===== src/rtl/accel_pkg.sv =====
// rtl/accel_pkg.sv - ADXL345 register map, init/read tables and sequencer types
package accel_pkg;

   localparam int IDX_W = 3;

   localparam logic [7:0] REG_BW_RATE     = 8'h2C;
   localparam logic [7:0] REG_POWER_CTL   = 8'h2D;
   localparam logic [7:0] REG_DATA_FORMAT = 8'h31;
   localparam logic [7:0] REG_DATAX0      = 8'h32;

   localparam logic [IDX_W-1:0] INIT_LAST = 3'd2;
   localparam logic [IDX_W-1:0] READ_LAST = 3'd5;

   typedef enum logic [2:0] {
      ST_IDLE,
      ST_INIT,
      ST_RUN,
      ST_READ,
      ST_PUBLISH,
      ST_ERR
   } state_t;

   typedef enum logic [1:0] {
      PH_IDLE,
      PH_ACCEPT,
      PH_BUSY
   } phase_t;

   // Init order: full-res +-16 g, 100 Hz output rate, then measure mode.
   function automatic logic [7:0] init_reg(input logic [IDX_W-1:0] i);
      case (i)
         3'd0:    return REG_DATA_FORMAT;
         3'd1:    return REG_BW_RATE;
         default: return REG_POWER_CTL;
      endcase
   endfunction

   function automatic logic [7:0] init_data(input logic [IDX_W-1:0] i);
      case (i)
         3'd0:    return 8'h0B;
         3'd1:    return 8'h0A;
         default: return 8'h08;
      endcase
   endfunction

   function automatic logic [7:0] read_reg(input logic [IDX_W-1:0] i);
      return REG_DATAX0 + 8'(i);
   endfunction

endpackage


===== src/rtl/i2c_txn_port.sv =====
// rtl/i2c_txn_port.sv - one master transaction: start/busy handshake, timeout and read-byte capture
module i2c_txn_port
   import accel_pkg::*;
#(
   parameter int TIMEOUT_CYC = 200000
) (
   input  logic       Clk,
   input  logic       Reset_n,
   input  logic       req,
   input  logic       wr,
   input  logic [7:0] reg_addr,
   input  logic [7:0] wr_data,
   input  logic       i2c_busy,
   input  logic       i2c_dv,
   input  logic [7:0] i2c_data_rx,
   output logic       i2c_start,
   output logic       i2c_write,
   output logic [1:0] i2c_num_bytes,
   output logic [7:0] i2c_register,
   output logic [7:0] i2c_data_tx,
   output logic       done,
   output logic       timeout,
   output logic       dv_seen,
   output logic [7:0] rx_byte
);
   localparam int TW = $clog2(TIMEOUT_CYC + 1);

   phase_t        phase, phase_nxt;
   logic [TW-1:0] tmo_cnt;
   logic          dv_d;
   logic          tmo_hit;

   assign tmo_hit = (tmo_cnt == TW'(TIMEOUT_CYC - 1));

   always_ff @(posedge Clk or negedge Reset_n) begin
      if (!Reset_n) phase <= PH_IDLE;
      else          phase <= phase_nxt;
   end

   // Completion wins over a timeout that lands in the same cycle.
   always_comb begin
      phase_nxt = phase;
      done      = 1'b0;
      timeout   = 1'b0;
      case (phase)
         PH_IDLE:   if (req) phase_nxt = PH_ACCEPT;
         PH_ACCEPT: begin
            if (tmo_hit) begin
               timeout   = 1'b1;
               phase_nxt = PH_IDLE;
            end else if (i2c_busy) begin
               phase_nxt = PH_BUSY;
            end
         end
         PH_BUSY: begin
            if (!i2c_busy) begin
               done      = 1'b1;
               phase_nxt = PH_IDLE;
            end else if (tmo_hit) begin
               timeout   = 1'b1;
               phase_nxt = PH_IDLE;
            end
         end
         default: phase_nxt = PH_IDLE;
      endcase
   end

   always_ff @(posedge Clk or negedge Reset_n) begin
      if (!Reset_n) begin
         i2c_start     <= 1'b0;
         i2c_write     <= 1'b0;
         i2c_num_bytes <= 2'd0;
         i2c_register  <= 8'h00;
         i2c_data_tx   <= 8'h00;
         tmo_cnt       <= '0;
         dv_d          <= 1'b0;
         dv_seen       <= 1'b0;
         rx_byte       <= 8'h00;
      end else begin
         dv_d <= i2c_dv;
         if (phase == PH_IDLE) begin
            if (req) begin
               i2c_start     <= 1'b1;
               i2c_write     <= wr;
               i2c_num_bytes <= wr ? 2'd0 : 2'd1;
               i2c_register  <= reg_addr;
               i2c_data_tx   <= wr_data;
               tmo_cnt       <= '0;
               dv_seen       <= 1'b0;
            end
         end else begin
            tmo_cnt <= tmo_cnt + TW'(1);
            if (phase == PH_ACCEPT && (i2c_busy || timeout)) i2c_start <= 1'b0;
            if (i2c_dv && !dv_d) begin
               rx_byte <= i2c_data_rx;
               dv_seen <= 1'b1;
            end
         end
      end
   end

endmodule


===== src/rtl/i2c_accel_poller.sv =====
// rtl/i2c_accel_poller.sv - ADXL345 init and periodic 3-axis poll sequencer for the I2C master
module i2c_accel_poller
   import accel_pkg::*;
#(
   parameter logic [6:0] DEV_ADDR    = 7'h53,
   parameter int         SAMPLE_DIV  = 500000,
   parameter int         TIMEOUT_CYC = 200000
) (
   input  logic               Clk,
   input  logic               Reset_n,
   input  logic               Enable,
   output logic               I2C_Start,
   output logic               I2C_Write,
   output logic [1:0]         I2C_Num_Bytes,
   output logic [6:0]         I2C_Address,
   output logic [7:0]         I2C_Register,
   output logic [7:0]         I2C_Data_Tx,
   input  logic               I2C_Buff_Next,
   input  logic               I2C_DV,
   input  logic               I2C_Busy,
   input  logic [7:0]         I2C_Data_Rx,
   output logic signed [15:0] Accel_X,
   output logic signed [15:0] Accel_Y,
   output logic signed [15:0] Accel_Z,
   output logic               Sample_Valid,
   output logic               Init_Done,
   output logic               Error,
   output logic [7:0]         Error_Count
);
   localparam int DW = $clog2(SAMPLE_DIV);

   state_t           state, state_nxt;
   logic [IDX_W-1:0] idx;
   logic [4:0][7:0]  shadow;
   logic [DW-1:0]    tick_cnt;
   logic             tick_pending;
   logic             req, wr;
   logic [7:0]       reg_sel, data_sel;
   logic             done, timeout, dv_seen;
   logic [7:0]       rx_byte;
   logic             buff_next_unused;

   assign buff_next_unused = I2C_Buff_Next;
   assign I2C_Address      = DEV_ADDR;

   i2c_txn_port #(.TIMEOUT_CYC(TIMEOUT_CYC)) u_txn (
      .Clk           (Clk),
      .Reset_n       (Reset_n),
      .req           (req),
      .wr            (wr),
      .reg_addr      (reg_sel),
      .wr_data       (data_sel),
      .i2c_busy      (I2C_Busy),
      .i2c_dv        (I2C_DV),
      .i2c_data_rx   (I2C_Data_Rx),
      .i2c_start     (I2C_Start),
      .i2c_write     (I2C_Write),
      .i2c_num_bytes (I2C_Num_Bytes),
      .i2c_register  (I2C_Register),
      .i2c_data_tx   (I2C_Data_Tx),
      .done          (done),
      .timeout       (timeout),
      .dv_seen       (dv_seen),
      .rx_byte       (rx_byte)
   );

   always_ff @(posedge Clk or negedge Reset_n) begin
      if (!Reset_n) state <= ST_IDLE;
      else          state <= state_nxt;
   end

   // A transaction always runs to completion; Enable is only honoured between transactions.
   always_comb begin
      state_nxt = state;
      req       = 1'b0;
      wr        = 1'b0;
      reg_sel   = 8'h00;
      data_sel  = 8'h00;
      case (state)
         ST_IDLE: if (Enable && !I2C_Busy) state_nxt = ST_INIT;
         ST_INIT: begin
            req      = 1'b1;
            wr       = 1'b1;
            reg_sel  = init_reg(idx);
            data_sel = init_data(idx);
            if (timeout)                 state_nxt = ST_ERR;
            else if (done && !Enable)    state_nxt = ST_IDLE;
            else if (done && idx == INIT_LAST) state_nxt = ST_RUN;
         end
         ST_RUN: begin
            if (!Enable)           state_nxt = ST_IDLE;
            else if (tick_pending) state_nxt = ST_READ;
         end
         ST_READ: begin
            req     = 1'b1;
            reg_sel = read_reg(idx);
            if (timeout)                       state_nxt = ST_ERR;
            else if (done && !dv_seen)         state_nxt = ST_ERR;
            else if (done && !Enable)          state_nxt = ST_IDLE;
            else if (done && idx == READ_LAST) state_nxt = ST_PUBLISH;
         end
         ST_PUBLISH: state_nxt = ST_RUN;
         ST_ERR:     state_nxt = ST_IDLE;
         default:    state_nxt = ST_IDLE;
      endcase
   end

   always_ff @(posedge Clk or negedge Reset_n) begin
      if (!Reset_n) begin
         idx          <= '0;
         shadow       <= '0;
         tick_cnt     <= '0;
         tick_pending <= 1'b0;
         Accel_X      <= '0;
         Accel_Y      <= '0;
         Accel_Z      <= '0;
         Sample_Valid <= 1'b0;
         Init_Done    <= 1'b0;
         Error        <= 1'b0;
         Error_Count  <= 8'h00;
      end else begin
         if (state == ST_IDLE || state == ST_RUN) idx <= '0;
         else if (done)                           idx <= idx + IDX_W'(1);

         if (state == ST_READ && done && idx != READ_LAST) shadow[idx] <= rx_byte;

         // The final byte is still in rx_byte on the completing cycle, so all axes load together.
         Sample_Valid <= (state_nxt == ST_PUBLISH);
         if (state_nxt == ST_PUBLISH) begin
            Accel_X <= {shadow[1], shadow[0]};
            Accel_Y <= {shadow[3], shadow[2]};
            Accel_Z <= {rx_byte, shadow[4]};
         end

         Error <= (state_nxt == ST_ERR);
         if (state_nxt == ST_ERR && Error_Count != 8'hFF) Error_Count <= Error_Count + 8'd1;

         if (state == ST_INIT && state_nxt == ST_RUN)              Init_Done <= 1'b1;
         else if (state_nxt == ST_IDLE || state_nxt == ST_ERR)     Init_Done <= 1'b0;

         // A wrap on the same cycle the pending tick is consumed re-arms it.
         if (!Init_Done) begin
            tick_cnt     <= '0;
            tick_pending <= 1'b0;
         end else begin
            if (state == ST_RUN && state_nxt == ST_READ) tick_pending <= 1'b0;
            if (tick_cnt == DW'(SAMPLE_DIV - 1)) begin
               tick_cnt     <= '0;
               tick_pending <= 1'b1;
            end else begin
               tick_cnt <= tick_cnt + DW'(1);
            end
         end
      end
   end

endmodule


===== config.mk =====
export PLATFORM = sky130hd
export DESIGN_NAME = i2c_accel_poller
export DESIGN_NICKNAME = d
export VERILOG_FILES = /design/src/rtl/accel_pkg.sv /design/src/rtl/i2c_txn_port.sv /design/src/rtl/i2c_accel_poller.sv
export SDC_FILE = /design/constraint.sdc
export NUM_CORES = 1
export LEC_CHECK = 0
export CAP_MARGIN = 20
export CORE_MARGIN = 2
export CORE_UTILIZATION = 47
export CTS_CLUSTER_DIAMETER = 150
export DETAILED_ROUTE_END_ITERATION = 12
export GPL_TIMING_DRIVEN = 0
export PLACE_DENSITY = 0.71
export SETUP_SLACK_MARGIN = 0.15
export SKIP_LAST_GASP = 1
export SLEW_MARGIN = 25
export SYNTH_ARGS = -nofsm -noshare
export SYNTH_HDL_FRONTEND = slang
export SYNTH_SLANG_ARGS = --single-unit

===== constraint.sdc =====
create_clock -name Clk -period 2.4 [get_ports Clk]
set_input_delay 0.36 -clock Clk [delete_from_list [all_inputs] [get_ports Clk]]
set_output_delay 0.36 -clock Clk [all_outputs]
set_load 0.03 [all_outputs]

==> impl_metrics.env, run 1 <==
export IMPL_tightest_slew_ns=0.5379
export IMPL_cts_tree="done"
export IMPL_outcome="finished with violations"
export IMPL_grt_pass1_vias=5174
export IMPL_ys_types=53
export IMPL_drt_iter0_markers=333
export IMPL_setup_viol_count_final=58
export IMPL_viasPerCell=5.339
export IMPL_arrival_ns=2.94
export IMPL_synth_top_family_by_area="multiplexers"
export IMPL_clockBufferDepth=2
export IMPL_hold_violations=0
export IMPL_synth_warnings=0
export IMPL_drtAntennaViolNets=0
export IMPL_switching_share_pct=33.04
export IMPL_synth_xor_area_share_pct=3.028
export IMPL_required_ns=2.70
export IMPL_die_width_um=128.0
export IMPL_synth_compound_area_share_pct=5.278
export IMPL_worstHoldPathType="input pin to flip-flop"
export IMPL_wire_per_inst_um=16.87
export IMPL_regToRegEndpoint="Accel_X[7]"
export IMPL_violations="negative setup slack"
export IMPL_postLayoutCoreUtil_pct=61.66
export IMPL_overflow=0
export IMPL_synthCells=584
export IMPL_p_int_mw=5.174
export IMPL_yosysSeqAreaShare_pct=57.45
export IMPL_place_inst=870
export IMPL_drv_slew=0
export IMPL_worstSetupEndpointType="flip-flop"
export IMPL_n_antenna_cell=0
export IMPL_clk_latency_ns=0.43
export IMPL_path_class="flip-flop to flip-flop"
export IMPL_drive_above_1_share_pct=27.21
export IMPL_fin_nets=750
export IMPL_rr_worst_depth=8
export IMPL_drt_wl_total_um=15570
export IMPL_die_height_um=128.0
export IMPL_post_place_ws_ns=-0.4554
export IMPL_finClkSkew_ns=0.008840
export IMPL_yosys_top_cells_area="dfrtp_1 57%, mux2_2 14%, ha_1 2.4%, nand2_1 2.1%, nor2_1 2.0%"
export IMPL_synth_edf_count=0
export IMPL_ys_async_sr_fraction_pct=100.0
export IMPL_num_vias=4928
export IMPL_whs_ns=0.4212
export IMPL_synth_area_per_cell_um2=12.38
export IMPL_htreeDepth=4
export IMPL_leakagePower_nw=4.320
export IMPL_synthAdderAreaFrac_pct=2.423
export IMPL_rsz0062_at_grt="true"
export IMPL_place_hpwl_um=10270
export IMPL_track_usage_pct=20.23
export IMPL_grt_antenna_before_repair=0
export IMPL_placed_cell_area_mm2=0.008394
export IMPL_finalSetupTns_ns=-8.915
export IMPL_fin_cells=923
export IMPL_drc=0
export IMPL_worstHoldStart="I2C_DV"
export IMPL_p_per_area_mw_per_mm2=830.5
export IMPL_period_needed_ns=2.639
export IMPL_area_delta_synth_final_pct=28.67
export IMPL_path_clk_slew_ns=0.06
export IMPL_period_share_pct=110.0
export IMPL_setup_ws_ns=-0.2394
export IMPL_portBuffers=83
export IMPL_r2r_start="u_txn.tmo_cnt[15]"
export IMPL_io_pins=100
export IMPL_yosys_area_top_type="dfrtp_1"
export IMPL_initial_utilization_pct=47.92
export IMPL_ir_drop_v=0.0005493
export IMPL_p_clk_share_pct=33.0
export IMPL_critical_path_peak_fanout=5
export IMPL_pwr_share_comb_pct=22.4
export IMPL_place_gp_congestion=0.8769
export IMPL_die_area_mm2=0.01639
export IMPL_root_buffer="clkbuf_16"
export IMPL_cp_start_kind="flip-flop"
export IMPL_cts_sinks=166
export IMPL_fp_coreArea_mm2=0.01509
export IMPL_firstDrtPassIters=4
export IMPL_fmax_mhz=378.9
export IMPL_min_to="u_txn.dv_d"
export IMPL_p_seq_share_pct=44.6
export IMPL_rows=45
export IMPL_hold_path_depth=1
export IMPL_slew_limit_headroom_pct=64.14
export IMPL_r2r_slack_ns=-0.24
export IMPL_total_power_mw=7.727
export IMPL_grt_pass1_wl_um=25880
export IMPL_synthMuxAreaShare_pct=16.42
export IMPL_synth_flop_cell="dfrtp_1"
export IMPL_stdcell_area_mm2=0.009304
export IMPL_power_switching_mw=2.553
export IMPL_synth_simple_gate_area_share_pct=11.82
export IMPL_grt_max_degree=101
export IMPL_ys_ff_latch=166
export IMPL_maxCapViolCount=0
export IMPL_cts_made_buffers=17
export IMPL_synth_top_area_share_pct=57.45
export IMPL_synth_area_mm2=0.007231
[final cells by class]
| class | count | area, um2 |
|---|---|---|
| tap | 188 | 235.2 |
| buffer | 33 | 232.7 |
| clock inverter | 11 | 90.09 |
| multi-input combinational | 385 | 3004 |
| sequential | 166 | 4155 |
| timing repair buffer | 106 | 1077 |
| clock buffer | 21 | 460.4 |
| inverter | 13 | 48.80 |
| fill | 1198 | 5786 |
[cells in the mapped netlist (3+ instances only)]
master,n
nand2_1,40
nor2b_1,3
nor2_1,39
mux2_4,9
and2_1,5
o211ai_1,6
nand3_1,28
mux2i_1,5
nand2b_1,6
xnor2_1,12
nand4_1,8
a21oi_1,8
o31ai_1,10
buf_4,16
nor3_1,5
nor3b_1,5
clkbuf_1,12
dfrtp_1,166
o21a_1,3
xor2_1,13
buf_2,3
o21ai_0,19
inv_1,12
mux2_2,89
or3_1,4
ha_1,14
and3_1,12
[metal layers]
metal	part of all wire, %	up-vias	GRT usage, %
li1	-	2303	-
met1	45	2492	26.39
met2	50	105	33.16
met3	3.5	28	4.215
met4	2.2	0	8.339
met5	0	-	0
[worst max-delay path by stage]
stage               slack (ns)        endpoint               from
floorplan                -0.14     Accel_X[10]  u_txn.tmo_cnt[15]
global placement         -5.46     Accel_X[11]            Reset_n
detailed placement       -0.46  Error_Count[1]           I2C_Busy
CTS                      -0.23      Accel_X[7]  u_txn.tmo_cnt[15]
global route             -0.27      Accel_X[7]  u_txn.tmo_cnt[15]
finish                   -0.24      Accel_X[7]  u_txn.tmo_cnt[15]
[critical path, stage by stage (launching register included)]
cell and delay (ns):
dfrtp_1 0.39, or4b_4 0.55, or3_4 0.38, or4_4 0.45
o211ai_4 0.11, nor2_4 0.07, buf_8 0.15, buf_12 0.14
mux2_4 0.29
[flip-flops by register name, summed over array words and instances, names as in the netlist]
name,cells
shadow,40
tick_cnt,19
u_txn.tmo_cnt,18
Accel_X,16
Accel_Y,16
Accel_Z,16
Error_Count,8
u_txn.rx_byte,8
u_txn.i2c_register,6
idx,3
state,3
u_txn.i2c_data_tx,3
u_txn.phase,2
Error,1
Init_Done,1
Sample_Valid,1
tick_pending,1
u_txn.dv_d,1
u_txn.dv_seen,1
u_txn.i2c_num_bytes,1
u_txn.i2c_start,1
[layout by cell type, fill, tap and decap left out, drive strengths merged, types with 10 or more instances in the layout]
cell type      netlist  routed
clkdlybuf4s50        0      82
xor2                13      13
xnor2               12      12
o31ai               10      10
buf                 21      42
nand2               40      40
mux2                98      98
clkbuf              12      35
ha                  14      14
o21ai               19      19
nand3               28      28
inv                 12      17
dfrtp              166     166
conb                 2      15
and3                12      12
nor2                40      40
[cell families (layout without fill, tap and decap cells)]
kind of cell	count (synthesis)	count (layout)
xor gates and xnor gates	25	25
and+or+nand+nor	169	169
AOI/OAI and AO/OA	59	59
DFF	166	166
other	2	15
adders and majority gates	14	14
muxes	103	103
buffers and inverters	46	184
[repair_timing]
action | CTS | global route
buffers inserted | 13 | 6
setup endpoints to repair | 99 | 120
resized for setup | 28 | 24
cloned | 1 | 0
hold buffers | 1 | 0
pin swaps | 7 | 5
endpoints found under the hold margin | 66 | 0
[power groups by stage]
stage / Clock, mW / Combinational (mW) / Sequential (mW)
3_5_place_dp: 0 / 1.62 / 3.48
4_1_cts: 2.59 / 1.69 / 3.43
2_1_floorplan: 0 / 0.869 / 3.54
3_3_place_gp: 0 / 1.55 / 3.46
6_report: 2.55 / 1.73 / 3.44
5_1_grt: 2.72 / 1.90 / 3.48
(Power assumes the default switching activity.)
==> inputs of run 2 (changes only) <==
--- a/config.mk
+++ b/config.mk
@@ -5,7 +5,8 @@
 export SDC_FILE = /design/constraint.sdc
 export NUM_CORES = 1
 export LEC_CHECK = 0
-export CAP_MARGIN = 20
+export CAP_MARGIN = 0
+export CORE_ASPECT_RATIO = 0.7
 export CORE_MARGIN = 2
 export CORE_UTILIZATION = 47
 export CTS_CLUSTER_DIAMETER = 150
==> run 2 against run 1 <==
- highest routed layer unchanged
- sequential share of layout area decreased by 0.17 points
- the flow still finishes with violations (negative setup slack)
- clock skew increased by 0.0038 ns
- largest power group unchanged
- register-to-register slack about the same
- largest cell class unchanged
==> impl_metrics.env, run 2 (synthesis gave the netlist of run 1 again) <==
export IMPL_outcome="finished with violations"
export IMPL_violations="negative setup slack"
export IMPL_nFillCells=1098
export IMPL_required_ns=2.71
export IMPL_p_seq_share_pct=43.8
export IMPL_placed_cell_area_mm2=0.008423
export IMPL_fin_cells=927
export IMPL_grt_max_degree=69
export IMPL_p_int_mw=5.213
export IMPL_overflow=0
export IMPL_switching_share_pct=34.08
export IMPL_ir_drop_v=0.0004646
export IMPL_fmax_mhz=381.0
export IMPL_postLayoutCoreUtil_pct=62.84
export IMPL_n_antenna_cell=0
export IMPL_firstDrtPassIters=4
export IMPL_cts_made_buffers=17
export IMPL_place_inst=877
export IMPL_setup_viol_count_final=57
export IMPL_p_per_area_mw_per_mm2=846.8
export IMPL_rows=37
export IMPL_slowest_stage="or4b_4"
export IMPL_die_height_um=107.8
export IMPL_path_class="flip-flop to flip-flop"
export IMPL_root_buffer="clkbuf_16"
export IMPL_maxCapViolCount=0
export IMPL_grt_pass1_wl_um=25500
export IMPL_fp_coreArea_mm2=0.01486
export IMPL_io_pins=100
export IMPL_cts_sinks=166
export IMPL_tightest_slew_ns=0.7324
export IMPL_drt_iter0_markers=223
export IMPL_die_width_um=152.3
export IMPL_period_share_pct=109.4
export IMPL_rsz0062_at_grt="true"
export IMPL_cp_start_kind="flip-flop"
export IMPL_pwr_share_comb_pct=22.9
export IMPL_multi_input_area_mm2=0.003030
export IMPL_stdcell_area_mm2=0.009339
export IMPL_worstSetupEndpointType="flip-flop"
export IMPL_num_vias=4895
export IMPL_track_usage_pct=19.62
export IMPL_cts_tree="done"
export IMPL_htreeDepth=4
export IMPL_layout_common_cells="165 x dfrtp_1, 86 x mux2_2, 82 x clkdlybuf4s50_1"
export IMPL_place_hpwl_um=10670
export IMPL_clockBufferDepth=2
export IMPL_arrival_ns=2.93
export IMPL_largest_reg_flops=40
export IMPL_finalSetupTns_ns=-8.873
export IMPL_critical_path_peak_fanout=10
export IMPL_cpPeakStageDelay_ns=0.55
export IMPL_leakagePower_nw=4.329
export IMPL_drt_wl_total_um=15480
export IMPL_clk_latency_ns=0.43
export IMPL_drtAntennaViolNets=0
export IMPL_hold_violations=0
export IMPL_top_register="shadow"
export IMPL_die_area_mm2=0.01641
export IMPL_layout_commonest_cell="dfrtp_1"
export IMPL_wire_per_inst_um=16.69
export IMPL_top_regs="shadow x40, tick_cnt x19, u_txn.tmo_cnt x18"
export IMPL_period_needed_ns=2.624
export IMPL_area_delta_synth_final_pct=29.16
export IMPL_p_clk_share_pct=33.3
export IMPL_worstPathCellList="or4b_4 -> or3_1 -> or4_4 -> o211ai_4 -> nor2_4 -> buf_8 -> buf_12 -> mux2_4"
export IMPL_place_gp_congestion=0.8403
export IMPL_viasPerCell=5.280
export IMPL_power_switching_mw=2.695
export IMPL_grt_pass1_vias=4968
export IMPL_slew_limit_headroom_pct=50.96
export IMPL_drv_slew=0
export IMPL_layout_area_seq_mm2=0.004155
export IMPL_fin_nets=747
export IMPL_path_clk_slew_ns=0.07
export IMPL_drc=0
export IMPL_setup_ws_ns=-0.2245
export IMPL_initial_utilization_pct=48.66
export IMPL_grt_antenna_before_repair=0
export IMPL_portBuffers=83
export IMPL_worstHoldPathType="input pin to asynchronous set/reset pin"
export IMPL_finClkSkew_ns=0.01264
export IMPL_drive_above_1_share_pct=27.32
## run 2: final timing paths
check,start,slack [ns],endpoint,cells after the start
min in group Clk,I2C_DV,0.46,u_txn.dv_d,1
worst max register to register,u_txn.tmo_cnt[15],-0.22,Accel_X[9],8
worst min-delay path,Reset_n,0.39,Error_Count[2],2
worst max-delay path,u_txn.tmo_cnt[15],-0.22,Accel_X[9],8
worst min register to register,tick_cnt[0],0.49,tick_cnt[0],1
max in group asynchronous,Reset_n,1.05,idx[1],4
## run 2: timing repair
item | 4_1_cts | 5_1_grt
cloned | 1 | 0
gates resized for setup | 26 | 25
endpoints found under the setup margin | 99 | 115
hold buffers | 1 | 0
endpoints found under the hold margin | 35 | 0
pin swaps | 6 | 7
buffers inserted | 12 | 4
## run 2: worst max-delay path, delay by kind of cell, from the launching register on
| kind | cells | cell delay [ns] |
|---|---|---|
| AND/OR/NAND/NOR | 4 | 1.44 |
| flip-flops | 1 | 0.38 |
| multiplexers | 1 | 0.29 |
| buffers and inverters | 2 | 0.28 |
| AO/OA/AOI/OAI | 1 | 0.11 |
## run 2: power groups by stage
stage               Sequential [mW]  Combinational, mW  Clock [mW]
finish                         3.47               1.81        2.63
global route                   3.51               1.97        2.82
CTS                            3.45               1.73        2.70
detailed placement             3.50               1.63           0
global placement               3.48               1.56           0
floorplan                      3.54              0.869           0
## run 2: layout make-up
class                      instances  share of cell area, %
sequential                       166                  44.49
multi-input combinational        385                  32.45
timing repair buffer             103                  11.21
clock buffer                      17                  4.555
tap                              195                  2.613
buffer                            33                  2.492
clock inverter                    15                  1.661
inverter                          13                 0.5225
## run 2: through the flow
| stage | hold WS [ns] | total power, mW | setup slack [ns] |
|---|---|---|---|
| after detailed placement | 0.2497 | 5.126 | -0.5263 |
| final | 0.3884 | 7.908 | -0.2245 |
| after floorplan | 0.06441 | 4.406 | -0.1392 |
| after CTS | 0.3913 | 7.884 | -0.2398 |
| after global placement | 0.4497 | 5.032 | -5.528 |
| after global routing | 0.4138 | 8.296 | -0.2813 |
## run 2: metal layers
layer	part of all wire, %	global-route usage, %	vias to the layer above
met1	48	28.46	2466
met5	0	0	-
met4	1.1	5.607	0
met3	4.6	4.388	15
met2	46	29.83	109
li1	-	-	2305
